## src/rtl/fixpoint_pkg.sv

```systemverilog
// ---------------------------------------------------------------------------
// fixpoint_pkg
// Shared definitions for the fixed-point adder arbiter slice.
//   - Default operand/result formats and derived widths (W_OP, W_RES).
//   - Requester tag carried alongside the shared adder's latency.
//   - Small helpers for id matching and round-robin pointer wrap.
// The tag id is sized for the largest supported requester count (8), so one
// tag type serves every NREQ configuration.
// ---------------------------------------------------------------------------
package fixpoint_pkg;

    localparam int WI_DEF   = 8;
    localparam int WF_DEF   = 8;
    localparam int WIO_DEF  = 8;
    localparam int WFO_DEF  = 8;
    localparam int W_OP     = WI_DEF + WF_DEF;
    localparam int W_RES    = WIO_DEF + WFO_DEF;

    localparam int MAX_NREQ = 8;
    localparam int ID_W     = $clog2(MAX_NREQ);

    typedef logic [ID_W-1:0] req_id_t;

    typedef struct packed {
        logic    valid;
        req_id_t id;
    } tag_t;

    // One bit of the one-hot decode of id: true when id selects requester i.
    function automatic logic onehot_bit(input req_id_t id, input int i);
        return int'(id) == i;
    endfunction

    // Round-robin successor of id among n requesters.
    function automatic req_id_t wrap_inc(input req_id_t id, input int n);
        return (int'(id) + 1 >= n) ? '0 : id + req_id_t'(1);
    endfunction

endpackage

```

## src/rtl/rr_arbiter.sv

```systemverilog
// ---------------------------------------------------------------------------
// rr_arbiter
// Combinational round-robin arbiter. Grants the first asserted request found
// when searching ptr, ptr+1, ... modulo NREQ.
// Ports:
//   req      in   NREQ  request vector
//   en       in   1     0 forces an empty grant
//   ptr      in   ID_W  highest-priority requester this cycle
//   grant    out  NREQ  one-hot grant (all 0 when nothing granted)
//   grant_id out  ID_W  index of the granted requester (ptr when none)
// ---------------------------------------------------------------------------
module rr_arbiter
    import fixpoint_pkg::*;
#(
    parameter int NREQ = 4
) (
    input  logic [NREQ-1:0] req,
    input  logic            en,
    input  req_id_t         ptr,
    output logic [NREQ-1:0] grant,
    output req_id_t         grant_id
);

    int   w_best_dist;
    logic w_found;

    // Pick the asserted request with the smallest rotational distance from ptr.
    // NOTE: every always_comb output gets a default first so no path leaves it
    // unassigned; a missing default would infer a latch.
    always_comb begin
        w_best_dist = NREQ;
        w_found     = 1'b0;
        grant_id    = ptr;
        for (int i = 0; i < NREQ; i++) begin
            if (en && req[i] &&
                (((i >= int'(ptr)) ? i - int'(ptr) : i + NREQ - int'(ptr)) < w_best_dist)) begin
                w_best_dist = (i >= int'(ptr)) ? i - int'(ptr) : i + NREQ - int'(ptr);
                w_found     = 1'b1;
                grant_id    = req_id_t'(i);
            end
        end
    end

    always_comb begin
        grant = '0;
        for (int i = 0; i < NREQ; i++) begin
            grant[i] = w_found && onehot_bit(grant_id, i);
        end
    end

endmodule

```

## src/rtl/fixpoint_adder_arbiter.sv

```systemverilog
// ---------------------------------------------------------------------------
// fixpoint_adder_arbiter
// Shares one registered fixpoint_adder among NREQ requesters. Round-robin
// arbitration picks at most one request per clock, the operands are
// registered toward the adder, and the requester tag rides a pipeline that
// matches the adder latency so each sum/overflow returns to its owner.
// Ports:
//   CLK, RST            clock (rising) / synchronous active-low reset
//   hold                1 = stop granting; in-flight ops still drain
//   req_valid/req_ready per-requester handshake (ready is one-hot or 0)
//   req_a/req_b         packed operands, requester i at [i*W +: W]
//   add_in1/add_in2     registered operands to the adder
//   add_out/add_ovf     adder result and overflow
//   rsp_valid           one-hot, one-cycle response strobe
//   rsp_data/rsp_ovf    registered result, held between responses
//   ovf_sticky/clr_ovf  per-requester sticky overflow and its clear
//   busy                an op sits in the issue register or tag pipeline
// ---------------------------------------------------------------------------
module fixpoint_adder_arbiter
    import fixpoint_pkg::*;
#(
    parameter int NREQ    = 4,
    parameter int WI      = WI_DEF,
    parameter int WF      = WF_DEF,
    parameter int WIO     = WIO_DEF,
    parameter int WFO     = WFO_DEF,
    parameter int ADD_LAT = 1
) (
    input  logic                     CLK,
    input  logic                     RST,
    input  logic                     hold,
    input  logic [NREQ-1:0]          req_valid,
    output logic [NREQ-1:0]          req_ready,
    input  logic [NREQ*(WI+WF)-1:0]  req_a,
    input  logic [NREQ*(WI+WF)-1:0]  req_b,
    output logic [WI+WF-1:0]         add_in1,
    output logic [WI+WF-1:0]         add_in2,
    input  logic [WIO+WFO-1:0]       add_out,
    input  logic                     add_ovf,
    output logic [NREQ-1:0]          rsp_valid,
    output logic [WIO+WFO-1:0]       rsp_data,
    output logic                     rsp_ovf,
    output logic [NREQ-1:0]          ovf_sticky,
    input  logic [NREQ-1:0]          clr_ovf,
    output logic                     busy
);

    localparam int OP_W  = WI + WF;
    localparam int RES_W = WIO + WFO;

    logic [NREQ-1:0]  w_grant;
    req_id_t          w_grant_id;
    logic             w_arb_en;
    logic             w_accept;
    logic [OP_W-1:0]  w_sel_a;
    logic [OP_W-1:0]  w_sel_b;
    tag_t             w_last_tag;
    logic [NREQ-1:0]  w_rsp_next;
    logic             w_busy;

    req_id_t          r_ptr;
    logic [OP_W-1:0]  r_add_in1;
    logic [OP_W-1:0]  r_add_in2;
    tag_t             r_issue_tag;
    tag_t             r_tag_pipe [ADD_LAT];
    logic [NREQ-1:0]  r_rsp_valid;
    logic [RES_W-1:0] r_rsp_data;
    logic             r_rsp_ovf;
    logic [NREQ-1:0]  r_ovf_sticky;

    // Gating with RST keeps req_ready low for the whole reset.
    assign w_arb_en = RST & ~hold;

    rr_arbiter #(
        .NREQ (NREQ)
    ) u_arb (
        .req      (req_valid),
        .en       (w_arb_en),
        .ptr      (r_ptr),
        .grant    (w_grant),
        .grant_id (w_grant_id)
    );

    assign w_accept  = |w_grant;
    assign req_ready = w_grant;

    // Grant is one-hot, so an AND-OR select is enough.
    always_comb begin
        w_sel_a = '0;
        w_sel_b = '0;
        for (int i = 0; i < NREQ; i++) begin
            if (w_grant[i]) begin
                w_sel_a = req_a[i*OP_W +: OP_W];
                w_sel_b = req_b[i*OP_W +: OP_W];
            end
        end
    end

    // The issue tag pairs with add_in1/add_in2; the ADD_LAT pipeline stages
    // behind it line up with the adder, so the last stage names the owner of
    // the add_out value currently presented.
    assign w_last_tag = r_tag_pipe[ADD_LAT-1];

    always_comb begin
        w_rsp_next = '0;
        for (int i = 0; i < NREQ; i++) begin
            w_rsp_next[i] = w_last_tag.valid && onehot_bit(w_last_tag.id, i);
        end
    end

    always_comb begin
        w_busy = r_issue_tag.valid;
        for (int s = 0; s < ADD_LAT; s++) begin
            w_busy = w_busy | r_tag_pipe[s].valid;
        end
    end

    // NOTE: state is updated with non-blocking assignments so every register
    // samples pre-edge values, which is what makes the tag shift line up.
    always_ff @(posedge CLK) begin
        if (!RST) begin
            r_ptr        <= '0;
            r_add_in1    <= '0;
            r_add_in2    <= '0;
            r_issue_tag  <= '0;
            // NOTE: the tag pipeline is reset stage by stage because its valid
            // bits decide whether a response fires; stale valids would produce
            // phantom responses after a mid-flight reset.
            for (int s = 0; s < ADD_LAT; s++) begin
                r_tag_pipe[s] <= '0;
            end
            r_rsp_valid  <= '0;
            r_rsp_data   <= '0;
            r_rsp_ovf    <= 1'b0;
            r_ovf_sticky <= '0;
        end else begin
            if (w_accept) begin
                r_add_in1 <= w_sel_a;
                r_add_in2 <= w_sel_b;
                r_ptr     <= wrap_inc(w_grant_id, NREQ);
            end
            r_issue_tag   <= '{valid: w_accept, id: w_grant_id};
            r_tag_pipe[0] <= r_issue_tag;
            for (int s = 1; s < ADD_LAT; s++) begin
                r_tag_pipe[s] <= r_tag_pipe[s-1];
            end

            r_rsp_valid <= w_rsp_next;
            if (|w_rsp_next) begin
                r_rsp_data <= add_out;
                r_rsp_ovf  <= add_ovf;
            end

            // A new overflow wins over a same-cycle clear.
            r_ovf_sticky <= (r_ovf_sticky & ~clr_ovf) | (w_rsp_next & {NREQ{add_ovf}});
        end
    end

    assign add_in1    = r_add_in1;
    assign add_in2    = r_add_in2;
    assign rsp_valid  = r_rsp_valid;
    assign rsp_data   = r_rsp_data;
    assign rsp_ovf    = r_rsp_ovf;
    assign ovf_sticky = r_ovf_sticky;
    assign busy       = w_busy;

endmodule

```

## config.mk

```make
export PLATFORM = sky130hd
export DESIGN_NAME = fixpoint_adder_arbiter
export DESIGN_NICKNAME = d
export VERILOG_FILES = /design/src/rtl/fixpoint_pkg.sv /design/src/rtl/rr_arbiter.sv /design/src/rtl/fixpoint_adder_arbiter.sv
export SDC_FILE = /design/constraint.sdc
export NUM_CORES = 1
export LEC_CHECK = 0
export CORE_MARGIN = 8
export CORE_UTILIZATION = 43
export CTS_CLUSTER_DIAMETER = 50
export DETAILED_ROUTE_END_ITERATION = 10
export GPL_TIMING_DRIVEN = 0
export PLACE_DENSITY = 0.95
export SLEW_MARGIN = 20
export SYNTH_ARGS = -nofsm -noshare
export SYNTH_HDL_FRONTEND = slang
export SYNTH_SLANG_ARGS = --single-unit
```

## constraint.sdc

```tcl
create_clock -name CLK -period 30.6 [get_ports CLK]
set_clock_uncertainty 0.15 [all_clocks]
set_input_delay 9.18 -clock CLK [delete_from_list [all_inputs] [get_ports CLK]]
set_output_delay 9.18 -clock CLK [all_outputs]
set_load 0.01 [all_outputs]
```

==> metrics.cfg, run 1 <==
[outcome]
status=finished clean

[clocking]
cts-resized-gates=0
cts_hold_fix_bufs=0
cts_tree=built
clock_path_buffers=2
cts.root.buffer_cell=clkbuf_8
clock_sinks=68
cts_htree_levels=3
cts-buffers-inserted=9
path_clk_slew_ns=0.08
cts.repair_timing.setup_buffer_count=0
clk-insertion-delay-late_ns=0.33

[synth]
synth_top_area_frac=0.3275
yosysUniqueCellTypes=58
synthesis.yosys.warnings=0
primary_flip_flop_cell_chosen_by_synthesis_mapping=dfxtp_1
syn_area_per_cell_um2=8.431
synth-edff-count=0
mappedNetlistArea_mm2=0.004156
netlist_instances=493
synth_area_leaders=dfxtp_1, mux2i_1, a221o_1, nand2_1, a221oi_1
netlist.top_cell.by_area=dfxtp_1
synth_async_sr_flop_share=0
ys_seq_area_frac=0.3275
synth.ff_latch_count=68

[sta]
min_clock_period_post_route_ns=26.08
hold_violations=0
worst_slew_margin=0.5600
fin_setup_tns_ns=0
unrepaired_setup_endpoints_after_global_routing=false
timing.final.setup_violations=0
final-max-slew-violation-count=0
final_min_period_over_clock_period=0.8524
tightestPinTransition_ns=0.6599
max_clock_freq_mhz=38.34

[detailed_routing]
drt_pass1_iterations=5
route.vias.total=4622
detail_route.wl_per_cell_um=18.49
viasPerCell=5.374
drc_errors=0
detail_route.wirelength_um=15910
detail-route-antenna-nets=0
drt-initial-drc-count=280

[critical_path]
crit_slowest_cell=clkdlybuf4s50_1
critical_path.startpoint_type=primary input
cpMostUsedCell=ha_1
end_kind=primary output
worst_ep_required_time_ns=21.27
crit-reg2reg-launch=r_ptr[1]$_SDFFE_PN0P_
critical_path_class=primary input to primary output
critical_path_arrival_ns=16.75
ff2ff_path_depth=34
worst-path-max-fanout=10
critPathLaunch=RST
cpPeakStageDelay_ns=0.54

[power_and_ir_drop]
sequentialPowerShare=0.270
power.switching_fraction=0.3834
worst_ir_drop_vdd_mv=0.04429
net_switching_power_figure_uw=165.6
leakage_nw=2.764
comb_power_share=0.557
cellInternalPower_uw=266.3
clock_share_of_power=0.173
pwr_density_cell_mw_per_mm2=64.48

[placed_design]
dp_hpwl_um=13080
place.port_buffers=217
routabilityCongestion=0.9562

[die]
floorplan.die.height_um=114.3
start_util=0.4332
io_pins=218
core_area_mm2=0.009594
die_width_um=114.3
std_cell_rows=36
die_area_mm2=0.01307

[final_layout]
antennaDiodeCount=0
post-route-util=0.6982
flow.area_growth_from_synthesis_pct=61.17
layout-drive-gt1-share=0.05640
layout.nets=896

[min_path]
timing.hold.worst_path_depth=1
worstHoldStart=r_issue_tag[0]$_SDFF_PN0_
min-delay-path-class=flop to flop

[grt]
first_global_vias=4862
grt_overflow_total=0
grt_pass1_wl_um=24290
antenna_found_initial=0
groute.usage.overall=0.2344
grt_start_max_net_pins=14

[job]
max_capacitance_violation_count=0

## cells in the final DEF (no fill, tap or decap), types with 3 or more instances in the layout
cell,Yosys,final
buf_6,4,4
and3_1,4,4
inv_2,3,3
clkbuf_8,0,9
nand2_1,83,83
nand2b_1,7,7
or2_1,3,3
a21oi_1,6,6
nor2b_1,5,5
a221o_1,32,32
nor2_1,36,36
dfxtp_1,68,68
mux2i_1,35,35
o211ai_1,3,3
a21boi_0,17,17
clkdlybuf4s50_1,0,217
buf_12,3,3
o22ai_1,3,3
o21ai_0,3,3
or3_1,3,3
ha_1,18,18
clkbuf_1,34,34
inv_1,37,37
nor3_1,3,3
and2_1,12,12
a221oi_1,30,30
## cell type report
type | count | area, µm²
plain buffers | 43 | 245.2
clock buffers | 9 | 123.9
clock inverters | 7 | 76.32
fillers | 747 | 2895
inverters | 40 | 150.1
multi-input cells | 343 | 2404
flip-flops and latches | 68 | 1361
well taps | 133 | 166.4
repair buffers | 217 | 2172
## final timing paths
| kind | end | slack (ns) |
|---|---|---|
| setup / recovery | req_ready[3] | 4.52 |
| hold / removal | r_tag_pipe[0][0]$_SDFF_PN0_ | 0.29 |
| setup reg to reg | add_in1[14]$_SDFFE_PN0P_ | 22.19 |
| hold reg to reg | r_tag_pipe[0][0]$_SDFF_PN0_ | 0.29 |
## metal layers
layer  track usage  up-vias  part of all wire
li1              -     2215                 -
met1        0.2576     2158              0.39
met2        0.4184      213              0.51
met3       0.06329       36             0.069
met4       0.09317        0             0.029
met5             0        -                 0
## worst max-delay path: cells and delay by family
| family | cells | cell delay, ns |
|---|---|---|
| simple gates | 10 | 1.99 |
| fa+ha+maj | 4 | 1.12 |
| buf+inv | 8 | 2.46 |
| mux | 2 | 0.57 |
| compound gates | 7 | 1.42 |
## logic make-up after synthesis
logic type | after synthesis | synth area share
and+or+nand+nor | 171 | 0.1909
AOI/OAI and AO/OA | 114 | 0.2387
buffers and inverters | 83 | 0.09512
DFF | 68 | 0.3275
muxes | 37 | 0.09061
adders and majority gates | 18 | 0.05419
other | 1 | 0.0009022
xor gates and xnor gates | 1 | 0.002108
## flip-flops by register name, summed over array words and instances (netlist names)
| signal | cells |
|---|---|
| add_in1 | 16 |
| add_in2 | 16 |
| ovf_sticky | 4 |
| r_issue_tag | 4 |
| r_ptr | 3 |
| r_tag_pipe | 4 |
| rsp_data | 16 |
| rsp_ovf | 1 |
| rsp_valid | 4 |
## synthesized netlist by cell type (3+ instances only)
cell type / n
nand2_1: 83
dfxtp_1: 68
inv_1: 37
nor2_1: 36
mux2i_1: 35
clkbuf_1: 34
a221o_1: 32
a221oi_1: 30
ha_1: 18
a21boi_0: 17
and2_1: 12
nand2b_1: 7
a21oi_1: 6
nor2b_1: 5
and3_1: 4
buf_6: 4
buf_12: 3
inv_2: 3
nor3_1: 3
o211ai_1: 3
o21ai_0: 3
o22ai_1: 3
or2_1: 3
or3_1: 3
## power groups by stage
stage | registers [mW] | clock network (mW) | logic (mW)
after CTS | 0.117 | 0.0760 | 0.240
after detailed placement | 0.119 | 0 | 0.238
final | 0.117 | 0.0747 | 0.241
after global placement | 0.117 | 0 | 0.232
after global routing | 0.119 | 0.0801 | 0.260
after floorplan | 0.124 | 0 | 0.137
## per-stage QoR
stage	hold WS, ns	cell area, µm²	setup WS [ns]	power, mW	std cells
final	0.2932	6699	4.515	0.4319	860
after global routing	0.3165	6699	4.124	0.4583	860
after CTS	0.2946	6699	4.554	0.4323	860
after detailed placement	0.2709	6499	4.563	0.3571	844
after global placement	0.2674	6499	4.693	0.3494	844
after floorplan	0.2619	4160	6.402	0.2611	494
Note: power is estimated with default switching activity, not from simulation.
==> inputs of run 2 (changes only) <==
CTS_CLUSTER_SIZE = 28   (was default)
==> results of run 2 <==
No change in the layout: final DEF, timing and power equal those of run 1.
==> edit: new RTL, settings of run 1 <==
The package constant `WFO_DEF` goes from 8 to 9.
--- a/src/rtl/fixpoint_pkg.sv
+++ b/src/rtl/fixpoint_pkg.sv
@@ -12,7 +12,7 @@
     localparam int WI_DEF   = 8;
     localparam int WF_DEF   = 8;
     localparam int WIO_DEF  = 8;
-    localparam int WFO_DEF  = 8;
+    localparam int WFO_DEF  = 9;
     localparam int W_OP     = WI_DEF + WF_DEF;
     localparam int W_RES    = WIO_DEF + WFO_DEF;
 
Interface: changed (resized add_out and rsp_data); port bits go from 218 to 220. The function was not compared with the original's and may differ.
==> edit against run 1 <==
  * Area after synthesis shrank 4.2%
  * Via count increased by 1.9%
  * Core utilization is 1.9 points higher
  * Sequential cell count is 1 higher
  * Combinational power up 8%
  * Setup slack worse by 0.30 ns
  * Routed wire length is 5.0% higher
  * Total power up 7.0%
  * Non-clock buffer count unchanged
  * First-iteration DRC count increased by 24%
  * Cell area is 2.4% lower
  * Critical endpoint unchanged
  * Largest cell class unchanged
  * Highest routed layer unchanged
==> edit: results (changes against run 1) <==
Seq/Total Area, Yosys=34.7% (+1.9 points); vias in the first global route=4750 (-2.3%); Worst-Margin Slew=0.672 ns (+0.0120 ns); slowest stage delay, CP=0.53 ns; post-CTS setup buffers=0 (unchanged); Clock Path Buffers=2 (unchanged); Mapped Avg Cell Area=8.13 µm² (-3.6%); max FFs per register=17; synth top area cells=dfxtp_1, a221oi_1, a22o_1; Layout Nets=895 (-0.11%); synth unique cells=52 (-10%); worst hold path type=reg2reg; status=complete, no violations; crit path max fanout=10 (unchanged); n_diodes=0 (unchanged); most frequent cells after synthesis=dfxtp_1, nand2_1, nor2_1; YS warnings=0 (unchanged); initial antenna violation count=0 (unchanged); placed insts=820 (-2.8%); largest net degree at the start of global routing=15 (+1); ANT nets after route=0 (unchanged); Hold Fails Final Rpt=0 (unchanged); # port buffers=218 (+0.46%); share of layout cells above drive strength 1=4.41% (-1.2 points); clock latency on the worst-skew pair=0.33 ns (about the same); RD Place Congestion=0.937 (-2.0%); All-Layer GR Usage=25.4% (+2.0 points); Routed wire per std cell=20.0 µm (+8.0%); DR pass1 iterations=5 (unchanged); fraction of registers with async set/reset=0% (unchanged); drt total wl=16700 µm (+5.0%); H-tree levels=3 (unchanged); Leakage=2.47 nW (-11%); vias per cell=5.63 (+4.8%); Setup Slack @ Placement=4.33 ns (-0.232 ns); CP arrival=17.06 ns (+0.31 ns); post_cts resized=0 (unchanged); CP top delay family=buffers and inverters; CTS Buf Count=9 (unchanged); Worst-path clk slew=0.08 ns (about the same); post-DP HPWL=13500 µm (+2.8%); first-pass GRT wire length=25600 µm (+5.6%); initial DRC count=348 (+24%); switching power total=0.185 mW (+12%); CTS Root Cell=clkbuf_8; CP max-delay cell=clkdlybuf4s50_1; Peak VDD IR=0.0434 mV (-1.9%)
[edit: cell count changes in the layout (fill, tap and decap cells not counted), sizes merged, moves of 3 or more]
| cell | before | now |
|---|---|---|
| a221oi | 31 | 35 |
| inv | 41 | 19 |
| nand2 | 84 | 52 |
| nor2 | 36 | 41 |
| a21oi | 6 | 37 |
| mux2i | 35 | 1 |
| nor3 | 3 | 32 |
| nor2b | 5 | 34 |
| a22o | 0 | 32 |
| clkinv | 3 | 0 |
| o211ai | 5 | 2 |
| a221o | 32 | 0 |
[edit: power by group through the flow]
stage / clock (mW) / sequential (mW) / combinational [mW]
2_1_floorplan: 0 / 0.125 / 0.150
3_3_place_gp: 0 / 0.119 / 0.249
3_5_place_dp: 0 / 0.120 / 0.256
4_1_cts: 0.0854 / 0.118 / 0.257
5_1_grt: 0.0889 / 0.121 / 0.282
6_report: 0.0839 / 0.118 / 0.260
[edit: path summary, 6_finish.rpt]
kind	start	end	slack, ns	depth (start not counted)
hold reg to reg	r_issue_tag[1]$_SDFF_PN0_	r_tag_pipe[0][1]$_SDFF_PN0_	0.28	1
setup reg to reg	r_ptr[0]$_SDFFE_PN0P_	add_in2[13]$_SDFFE_PN0P_	21.89	33
setup / recovery	hold	req_ready[3]	4.21	32
hold / removal	r_issue_tag[1]$_SDFF_PN0_	r_tag_pipe[0][1]$_SDFF_PN0_	0.28	1
[edit: metal layers]
metal / global-route usage (%) / share of wire [%] / vias up
met5: 0 / 0 / -
met4: 10.8 / 4.0 / 0
met2: 46.2 / 50 / 207
met3: 5.58 / 7.1 / 41
li1: - / - / 2233
met1: 27.9 / 39 / 2229
[edit: layout make-up]
cell class	count	area, µm²
Buffer	42	205
Clock buffer	9	124
Clock inverter	7	103
Fill cell	727	2570
Inverter	15	56.3
Multi-Input combinational cell	365	2350
Sequential cell	69	1380
Tap cell	111	139
Timing Repair Buffer	218	2180
[edit: logic make-up (layout without fill, tap and decap cells)]
family,Yosys count,in the layout,synth area share (%)
flops,69,69,34.7
buf+inv,57,291,6.57
simple gates,190,190,23.3
other cells,1,2,0.0942
xor+xnor,1,1,0.220
fa+ha+maj,18,18,5.66
compound gates,151,151,28.7
mux,3,3,0.817
[edit: per-stage QoR]
stage / cell area [µm²] / hold WS, ns / power, mW
floorplan: 3990 / 0.262 / 0.276
global placement: 6310 / 0.268 / 0.368
detailed placement: 6310 / 0.273 / 0.376
CTS: 6530 / 0.284 / 0.461
global route: 6540 / 0.287 / 0.492
finish: 6540 / 0.281 / 0.462
